File: config.mk
export PLATFORM = sky130hd
export DESIGN_NAME = div_fl_ctrl
export DESIGN_NICKNAME = d
export VERILOG_FILES = /design/src/rtl/div_fl_ctrl.sv
export SDC_FILE = /design/constraint.sdc
export NUM_CORES = 1
export LEC_CHECK = 0
export ABC_AREA = 1
export CAP_MARGIN = 15
export CORE_MARGIN = 2
export CORE_UTILIZATION = 51
export DETAILED_ROUTE_END_ITERATION = 10
export GPL_TIMING_DRIVEN = 0
export PLACE_DENSITY = 0.7
export REMOVE_ABC_BUFFERS = 1
export SYNTH_ARGS = -nofsm -noshare
export SYNTH_HDL_FRONTEND = slang
export SYNTH_SLANG_ARGS = --single-unit
File: constraint.sdc
create_clock -name base_clk -period 3.64 [get_ports base_clk]
set_input_delay 0.728 -clock base_clk [delete_from_list [all_inputs] [get_ports base_clk]]
set_output_delay 0.728 -clock base_clk [all_outputs]
set_load 0.01 [all_outputs]
File: src/rtl/div_fl_ctrl.sv
// Turns TRcal/DR into divider M/N and sequences div_en for one tag reply, counting doub_flc edges.
// Config result 3 cycles after cfg_req; reply_done follows a fixed drain after div_en falls.
module div_fl_ctrl #(
    parameter int         TRCAL_W   = 12,
    parameter int         P_MIN     = 4,
    parameter logic [9:0] M_RST     = 10'd100,
    parameter logic       N_RST     = 1'b0,
    parameter int         DRAIN_CYC = 1024
) (
    input  logic               base_clk,
    input  logic               rst,
    input  logic               cfg_req,
    input  logic [TRCAL_W-1:0] trcal_cnt,
    input  logic               dr,
    input  logic               reply_req,
    input  logic [15:0]        reply_len,
    input  logic               abort,
    input  logic               doub_flc,
    output logic [9:0]         M,
    output logic               N,
    output logic               div_en,
    output logic               cfg_valid,
    output logic               cfg_done,
    output logic               cfg_err,
    output logic               busy,
    output logic               reply_done,
    output logic               reply_abt
);

    typedef enum logic [2:0] {
        S_IDLE,
        S_CALC,
        S_CHECK,
        S_RUN,
        S_DRAIN
    } state_t;

    localparam int P_W    = 15;
    localparam int DCNT_W = $clog2(DRAIN_CYC + 1);

    state_t              state;
    state_t              state_nxt;

    logic [TRCAL_W-1:0]  trcal_q;
    logic                dr_q;
    logic [P_W-1:0]      trcal_x;
    logic [P_W-1:0]      p_calc;
    logic [P_W-1:0]      p_q;
    logic                cfg_bad;

    logic [15:0]         reply_len_q;
    logic [15:0]         edge_cnt;
    logic [15:0]         edge_inc;
    logic [DCNT_W-1:0]   drain_cnt;
    logic                abort_flag;

    logic                sync1;
    logic                sync2;
    logic                sync3;
    logic                flc_rise;
    logic                last_edge;

    logic                cfg_take;
    logic                reply_take;
    logic                reply_zero;
    logic                drain_end;

    // Round-to-nearest divider period; 3*trcal built from a shift and add.
    assign trcal_x = P_W'(trcal_q);
    assign p_calc  = dr_q ? (((trcal_x << 1) + trcal_x + P_W'(32)) >> 6)
                          : ((trcal_x + P_W'(4)) >> 3);
    assign cfg_bad = (trcal_q == '0) || (p_q < P_W'(P_MIN));

    assign flc_rise  = sync2 & ~sync3;
    assign edge_inc  = edge_cnt + 16'd1;
    assign last_edge = flc_rise && (edge_inc == reply_len_q);

    assign busy = (state != S_IDLE);

    always_ff @(posedge base_clk or posedge rst) begin
        if (rst) begin
            state <= S_IDLE;
        end else begin
            state <= state_nxt;
        end
    end

    always_comb begin
        state_nxt  = state;
        cfg_take   = 1'b0;
        reply_take = 1'b0;
        reply_zero = 1'b0;
        drain_end  = 1'b0;
        case (state)
            S_IDLE: begin
                if (cfg_req) begin
                    cfg_take  = 1'b1;
                    state_nxt = S_CALC;
                end else if (reply_req && cfg_valid) begin
                    reply_take = 1'b1;
                    if (reply_len == 16'd0) begin
                        reply_zero = 1'b1;
                    end else begin
                        state_nxt = S_RUN;
                    end
                end
            end
            S_CALC:  state_nxt = S_CHECK;
            S_CHECK: state_nxt = S_IDLE;
            S_RUN: begin
                // Abort and the final edge share the same exit; the abort flag decides reply_abt.
                if (abort || last_edge) begin
                    state_nxt = S_DRAIN;
                end
            end
            S_DRAIN: begin
                if (drain_cnt == DCNT_W'(DRAIN_CYC)) begin
                    drain_end = 1'b1;
                    state_nxt = S_IDLE;
                end
            end
            default: state_nxt = S_IDLE;
        endcase
    end

    always_ff @(posedge base_clk or posedge rst) begin
        if (rst) begin
            trcal_q   <= '0;
            dr_q      <= 1'b0;
            p_q       <= '0;
            M         <= M_RST;
            N         <= N_RST;
            cfg_valid <= 1'b0;
            cfg_done  <= 1'b0;
            cfg_err   <= 1'b0;
        end else begin
            cfg_done <= 1'b0;
            cfg_err  <= 1'b0;
            if (cfg_take) begin
                trcal_q <= trcal_cnt;
                dr_q    <= dr;
            end
            if (state == S_CALC) begin
                p_q <= p_calc;
            end
            // CHECK is the only place M/N move, so they stay frozen through RUN and DRAIN.
            if (state == S_CHECK) begin
                cfg_done <= 1'b1;
                if (cfg_bad) begin
                    cfg_err <= 1'b1;
                end else begin
                    M         <= 10'(p_q >> 1);
                    N         <= p_q[0];
                    cfg_valid <= 1'b1;
                end
            end
        end
    end

    always_ff @(posedge base_clk or posedge rst) begin
        if (rst) begin
            sync1       <= 1'b0;
            sync2       <= 1'b0;
            sync3       <= 1'b0;
            reply_len_q <= '0;
            edge_cnt    <= '0;
            drain_cnt   <= '0;
            abort_flag  <= 1'b0;
            div_en      <= 1'b0;
            reply_done  <= 1'b0;
            reply_abt   <= 1'b0;
        end else begin
            sync1      <= doub_flc;
            sync2      <= sync1;
            sync3      <= sync2;
            reply_done <= 1'b0;
            reply_abt  <= 1'b0;
            div_en     <= (state_nxt == S_RUN);
            if (reply_take) begin
                reply_len_q <= reply_len;
                edge_cnt    <= '0;
            end
            if (reply_zero) begin
                reply_done <= 1'b1;
            end
            if (state == S_RUN) begin
                if (flc_rise) begin
                    edge_cnt <= edge_inc;
                end
                if (abort) begin
                    abort_flag <= 1'b1;
                end
            end
            if (state == S_DRAIN) begin
                drain_cnt <= drain_cnt + DCNT_W'(1);
            end else begin
                drain_cnt <= '0;
            end
            if (drain_end) begin
                reply_done <= 1'b1;
                reply_abt  <= abort_flag;
                abort_flag <= 1'b0;
                edge_cnt   <= '0;
            end
        end
    end

endmodule

# Word level (Yosys, flattened, before mapping)
# Index checks and enable logic that the tools add are counted.
totals:
  register_bits: 95
  elab_cells: 79
  output_inout_bits: 18
  input_bits: 35
op_classes:
  addsub: 5
  magnitude_cmp: 1
  bitwise_logic: 3
  n_eq_ne: 7
  reduce_logical: 12
  muxes: 32
op_table:
  columns: ["cell", "count"]
  rows:
  - ["16-bit two-way mux", 4]
  - ["1-bit two-way mux", 20]
  - ["16-bit by 1-bit adder with 16-bit output (second input constant)", 1]
  - ["16-bit equality test", 1]
  - ["16-bit logical NOT", 1]
  - ["14-bit by 6-bit adder with 15-bit output (second input constant)", 1]
  - ["15-bit by 3-bit < comparator with 1-bit output (second input constant)", 1]
  - ["3-bit two-way mux", 5]
  - ["13-bit by 12-bit adder with 14-bit output", 1]
  - ["12-bit by 3-bit adder with 13-bit output (second input constant)", 1]
  - ["12-bit logical NOT", 1]
  - ["3-bit case mux with 4 select lines", 1]
  - ["11-bit by 1-bit adder with 11-bit output (second input constant)", 1]
  - ["11-bit equality test (second input constant)", 1]
  - ["11-bit two-way mux", 1]
  - ["10-bit two-way mux", 1]
  - ["3-bit by 2-bit equality test with 1-bit output (second input constant)", 3]
  - ["2-bit AND reduction", 2]
  - ["2-bit nonzero test", 2]
  - ["3-bit by 1-bit equality test with 1-bit output (second input constant)", 1]
  - ["3-bit equality test (second input constant)", 1]
  - ["3-bit logical NOT", 1]
  - ["3-bit nonzero test", 1]
  - ["1-bit logical AND", 2]
  - ["other kinds (3)", 5]

# Logic depth before layout (Yosys ltp)
depth:
  depth_word: 8
  depth_mapped: 14
  depth_no_buf: 14

# Least setup slack after synthesis
# Ideal clock, no wire load.
synth_path:
  path_type: "register -> register"
  from: "reg trcal_q[4]"
  to: "reg p_q[2]"
  setup_slack_ps: 1656
  setup_time_ps: 132
  n_path_buf: 0
  path_stages_with_launch: 12
  required_time_ps: 3508
  t_arrival_ps: 1852
  path_cell_list: "dfrtp_1 inv_1 ha_1 inv_1 ha_1 a21oi_1 o21ai_0 a21o_1 o21ai_0 a21oi_1 o21ai_0 o21ai_0"
synth_via:
  elab_chain_len: 3
synth_lines:
  columns: ["item", "line", "text"]
  rows:
  - ["from (decl)", "44", "logic [TRCAL_W-1:0] trcal_q;"]
  - ["from (signal assigned)", "140", "trcal_q <= trcal_cnt;"]
  - ["13-bit by 12-bit adder with 14-bit output", "70", "assign p_calc = dr_q ? (((trcal_x << 1) + trcal_x + P_W'(32)) >> 6)"]
  - ["14-bit by 6-bit adder with 15-bit output", "70", null]
  - ["10-bit two-way mux (*)", "70", null]
  - ["to (signal assigned)", "144", "p_q <= p_calc;"]
  - ["to (decl)", "48", "logic [P_W-1:0] p_q;"]
# Mark *: on every way between the ends. The rest lies on a longest branch, timed or not.
# A chain may end at the register's enable or synchronous reset.

# Worst setup path in the final report
# Same ends and word-level chain as after synthesis.

==> impl_metrics.json <==
{
  "row_count": 36,
  "slew_headroom": 0.410,
  "vias": 4561,
  "grt_pass1_vias": 4504,
  "rsz0062_at_grt": "no",
  "drt_iter0_markers": 193,
  "synthMuxAreaShare": 0,
  "yosys.area_share.simple": 0.281,
  "core_sq_um": 9820,
  "p_leak_nw": 3.30,
  "fillCellCount": 931,
  "worstMarginPinSlew_ns": 0.878,
  "final_area_sq_um": 6130,
  "dpl_worst_slack_ns": 0.955,
  "syn_inst": 672,
  "yosysWarnings": 0,
  "gp_congestion": 0.855,
  "totalPowerFinal_mw": 1.95,
  "synthAdderAreaFrac": 0.0700,
  "regArea_sq_um": 2230,
  "async_reset_ff_frac": 1.00,
  "synthToLayoutAreaGrowth_pct": 18.3,
  "synth_common_cells": "nand2_1, inv_1, dfrtp_1",
  "comb_power_share": 0.035,
  "synth_compound_area_frac": 0.109,
  "start_util": 0.528,
  "portBuffers": 51,
  "ys_top_cells_by_area": "dfrtp_1, nand2_1, ha_1, inv_1, nand3_1",
  "setup_viol": 0,
  "drc": 0,
  "timing.final.crit_share": 0.664,
  "synth_enable_flop_cells": 0,
  "skew_ns": 0.00850,
  "worst_setup_path_end_kind": "flop",
  "ios": 53,
  "holdBufCountCts": 0,
  "routed_wl_microns": 11800,
  "drv_cap": 0,
  "synth_area_sq_um": 5180,
  "period_needed_ns": 2.42,
  "yosysMostFrequentCell": "nand2_1",
  "overflow": 0,
  "crit_fanout": 4,
  "cp.required_ns": 3.87,
  "hold_violations": 0,
  "ant_nets": 0,
  "ys_ff_latch": 89,
  "cts_setup_buffers": 0,
  "crit_type": "flop to flop",
  "crit_arrival_ns": 2.64,
  "min_path_type": "flop to flop",
  "fin_ws_ns": 1.22,
  "avgSynthCellArea_sq_um": 7.71,
  "synth_top_family_by_area": "simple AND/OR/NAND/NOR gates",
  "synth_xor_area_frac": 0.0309,
  "synth-seq-area-share": 0.430,
  "critPathLaunchType": "flop",
  "drive_gt1_frac": 0.0589,
  "dieArea_sq_um": 11000,
  "numCtsBuffers": 9,
  "insertion_delay_ns": 0.37,
  "status": "complete, no violations",
  "synth_top_area_share": 0.415,
  "powerDensity_nw_per_um2": 319,
  "grt_pass1_wl_microns": 20300,
  "multi_input_area_sq_um": 2550,
  "p_sw_frac": 0.205,
  "power_switching_mw": 0.400,
  "path_clk_slew_ns": 0.09,
  "die_w_microns": 105,
  "drt-pass1-iter-count": 4,
  "seq_power_share": 0.507,
  "cts_tree": "done",
  "ys.flop_type": "dfrtp_1",
  "antenna_found_initial": 0,
  "synth_area_leader_cell": "dfrtp_1",
  "cts_root_buf": "clkbuf_8",
  "clockBufferDepth": 2,
  "antenna_cells": 0,
  "via_per_inst": 5.29,
  "ir_drop_v": 0.000201,
  "post_drt_wl_per_cell_microns": 13.7,
  "grt_max_degree": 53,
  "hold_ws_ns": 0.358,
  "p_int_mw": 1.55,
  "clock.fmax_ghz": 0.414,
  "track_usage": 0.229,
  "fp.dieH_microns": 105,
  "slew_viol_final": 0,
  "ys_types": 40,
  "clock_power_share": 0.459,
  "clock_sinks": 89,
  "dpl_cell_area_sq_um": 5860,
  "final_nets": 789,
  "htreeDepth": 3,
  "dpl.hpwl_microns": 8970,
  "ctsResizeCount": 0
}
sequential cells by signal (all words and copies together) (netlist names), 3 cells and up:
signal and count:
M 9, state 3, p_q 10, trcal_q 12, edge_cnt 16, drain_cnt 11
reply_len_q 16
metal layers:
metal / track usage / vias up / routed length, microns
li1: - / 2288 / -
met1: 0.269 / 2151 / 4960
met2: 0.407 / 93 / 6060
met3: 0.0399 / 29 / 449
met4: 0.106 / 0 / 357
met5: 0 / - / 0
power by group through the flow:
stage | Combinational [mW] | Clock (mW) | Sequential (mW)
final | 0.0677 | 0.896 | 0.990
after CTS | 0.0700 | 0.915 | 0.990
after floorplan | 0.0194 | 0 | 1.01
after global routing | 0.0763 | 0.951 | 0.991
after detailed placement | 0.0696 | 0 | 1.01
after global placement | 0.0652 | 0 | 1.01
critical path, stage by stage (launching register included):
cell and delay [ns]:
dfrtp_1 0.43, inv_1 0.10, ha_1 0.28, inv_1 0.04
ha_1 0.30, a21oi_1 0.21, o21ai_0 0.15, a21o_1 0.22
o21ai_0 0.17, a21oi_1 0.07, o21ai_0 0.21, o21ai_0 0.12
logic make-up (layout without fill, tap and decap cells):
group | after synthesis | after routing
AOI/OAI and AO/OA | 104 | 104
and+or+nand+nor | 328 | 328
other | 1 | 1
adders and majority gates | 29 | 29
DFF | 89 | 89
buffers and inverters | 106 | 164
xor gates and xnor gates | 15 | 15
through the flow:
step	setup TNS, ns	std cells	util
5_1_grt	0	863	0.625
3_5_place_dp	0	846	0.596
6_report	0	863	0.625
3_3_place_gp	-69.87	843	0.591
2_1_floorplan	0	659	-
4_1_cts	0	862	0.623
final timing paths:
| check | start | end | slack, ns | depth (start not counted) |
|---|---|---|---|---|
| worst max-delay path | trcal_q[4] | p_q[2] | 1.22 | 11 |
| worst min-delay path | sync1 | sync2 | 0.36 | 0 |
| worst max register to register | trcal_q[4] | p_q[2] | 1.22 | 11 |
| worst min register to register | sync1 | sync2 | 0.36 | 0 |
| max in group asynchronous | rst | M[5] | 2.24 | 3 |
| min in group asynchronous | rst | sync2 | 0.73 | 2 |
layout make-up:
type,count,share of cell area
multi-input combinational,477,0.415
clock inverter,7,0.0231
timing repair buffer,55,0.0932
clock buffer,9,0.0202
tap,133,0.0271
inverter,93,0.0573
sequential,89,0.364
layout by cell type, fill, tap and decap left out, types with 2 or more instances in the layout:
| cell | Yosys | final |
|---|---|---|
| clkdlybuf4s50_1 | 0 | 51 |
| xor2_1 | 8 | 8 |
| a31oi_1 | 3 | 3 |
| clkinv_2 | 0 | 2 |
| o21ai_0 | 43 | 43 |
| inv_1 | 91 | 90 |
| nor2_1 | 53 | 53 |
| clkbuf_8 | 0 | 9 |
| bufinv_16 | 0 | 4 |
| xnor2_1 | 5 | 5 |
| nand3b_1 | 4 | 4 |
| a22oi_1 | 6 | 6 |
| nand4_1 | 13 | 13 |
| nor2_2 | 5 | 5 |
| dfstp_2 | 3 | 3 |
| nand2_2 | 2 | 2 |
| o22ai_1 | 3 | 3 |
| dfrtp_1 | 86 | 86 |
| nand3_2 | 3 | 3 |
| nand3_1 | 52 | 52 |
| a21o_1 | 2 | 2 |
| a21oi_1 | 42 | 42 |
| nor3_1 | 10 | 10 |
| nor4_1 | 4 | 4 |
| nor2_4 | 4 | 4 |
| nand2_1 | 174 | 174 |
| ha_1 | 29 | 29 |
(Power assumes the default switching activity.)
==> patch, RTL diff (same flow settings) <==
The parameter `TRCAL_W` goes from 12 to 18.
--- a/src/rtl/div_fl_ctrl.sv
+++ b/src/rtl/div_fl_ctrl.sv
@@ -1,7 +1,7 @@
 // Turns TRcal/DR into divider M/N and sequences div_en for one tag reply, counting doub_flc edges.
 // Config result 3 cycles after cfg_req; reply_done follows a fixed drain after div_en falls.
 module div_fl_ctrl #(
-    parameter int         TRCAL_W   = 12,
+    parameter int         TRCAL_W   = 18,
     parameter int         P_MIN     = 4,
     parameter logic [9:0] M_RST     = 10'd100,
     parameter logic       N_RST     = 1'b0,
Interface: changed (resized trcal_cnt); port bits go from 53 to 59. The function was not compared with the original's and may differ.
==> patch against the unedited design <==
  * Sequential share of layout area shrank 0.44 points
  * Area after synthesis is 12% higher
  * Wire length up 16%
  * Sequential cell count rose by 9
  * Largest cell class unchanged
  * Highest routed layer unchanged
  * Setup slack got worse by 0.21 ns
  * Non-clock buffer count increased by 7
  * Total power increased by 6.9%
  * Design area up 11%
==> patch: results (changes against the unedited design) <==
set qor(status) {completed}
set qor(timing.critical_path.from) {cfg_req}
set qor(max_freq_mhz) 380.0 ;# -8.2%
set qor(netlist-cell-type-count) 42 ;# +5.0%
set qor(reg.largest.list) {trcal_q: 18 flops, edge_cnt: 16 flops, reply_len_q: 16 flops}
set qor(finClkSkew_ns) 0.004569 ;# -0.003929 ns
set qor(timing.reg2reg.worst_path_depth) 9 ;# -2
set qor(synth.ff_latch_count) 98 ;# +10%
set qor(nonClockInverterCount) 99 ;# +6.5%
set qor(numPortBuffers) 58 ;# +14%
set qor(synth.cell_area_um2) 5796 ;# +12%
set qor(critical_path.max_stage_delay_ns) 0.76 ;# +0.33 ns
set qor(clock_area_frac) 0.04045 ;# -0.002794
set qor(clock_insertion_delay_worst_skew_ns) 0.35 ;# -0.02 ns
set qor(via_count_of_the_first_global_routing_pass) 5052 ;# +12%
set qor(slew_at_the_pin_closest_to_its_max_slew_limit_ns) 1.059 ;# +0.1814 ns
set qor(design.final.nets) 883 ;# +12%
set qor(timing.hold.ws_ns) 0.3697 ;# +0.01199 ns
set qor(layout.non_clock_buffers) 62 ;# +13%
set qor(worst_ep_arrival_time_ns) 2.88 ;# +0.24 ns
set qor(fill_cells) 951 ;# +2.1%
set qor(regToRegSetupSlack_ns) 1.17 ;# -0.05 ns
set qor(wl_per_cell_um) 14.44 ;# +5.4%
set qor(routed-wl-met2_mm) 6.922 ;# +14%
set qor(end_of_the_worst_register_to_register_path) {edge_cnt[13]}
set qor(drt_first_pass_iters) 5 ;# +1
set qor(synth_adder_area_share) 0.07124 ;# +0.001229
set qor(placement.setup.worst_slack_ns) 0.6174 ;# -0.3371 ns
set qor(critical-path-top-delay-family) {simple AND/OR/NAND/NOR gates}
set qor(final_layout_size_suffix_gt1_frac) 0.06020 ;# +0.001292
-- patch: cell count changes after synthesis, moves of 5 or more --
cell,unedited run,this run
o21ai_0,43,49
a21oi_1,42,56
nand3_1,52,70
dfrtp_1,86,95
mux2_2,0,6
buf_2,2,7
nor2_1,53,64
inv_1,91,96
-- patch: power breakdown --
part | internal, µW | total, µW | leakage, µW | switching, µW
Combinational | 42.3 | 75.2 | 0.00237 | 32.9
Clock | 474 | 923 | 0.000140 | 449
Sequential | 1090 | 1090 | 0.00112 | 0.587
Total | 1610 | 2090 | 0.00363 | 483
-- patch: through the flow --
stage | cells | area (µm²)
6_report | 954 | 6835
5_1_grt | 954 | 6835
4_1_cts | 953 | 6828
3_5_place_dp | 937 | 6551
3_3_place_gp | 934 | 6494
2_1_floorplan | 736 | 5738
-- patch: layer usage --
metal,global-route usage,up-vias
met5,0,-
met2,0.4065,116
met1,0.2786,2359
li1,-,2588
met4,0.1158,0
met3,0.03568,26
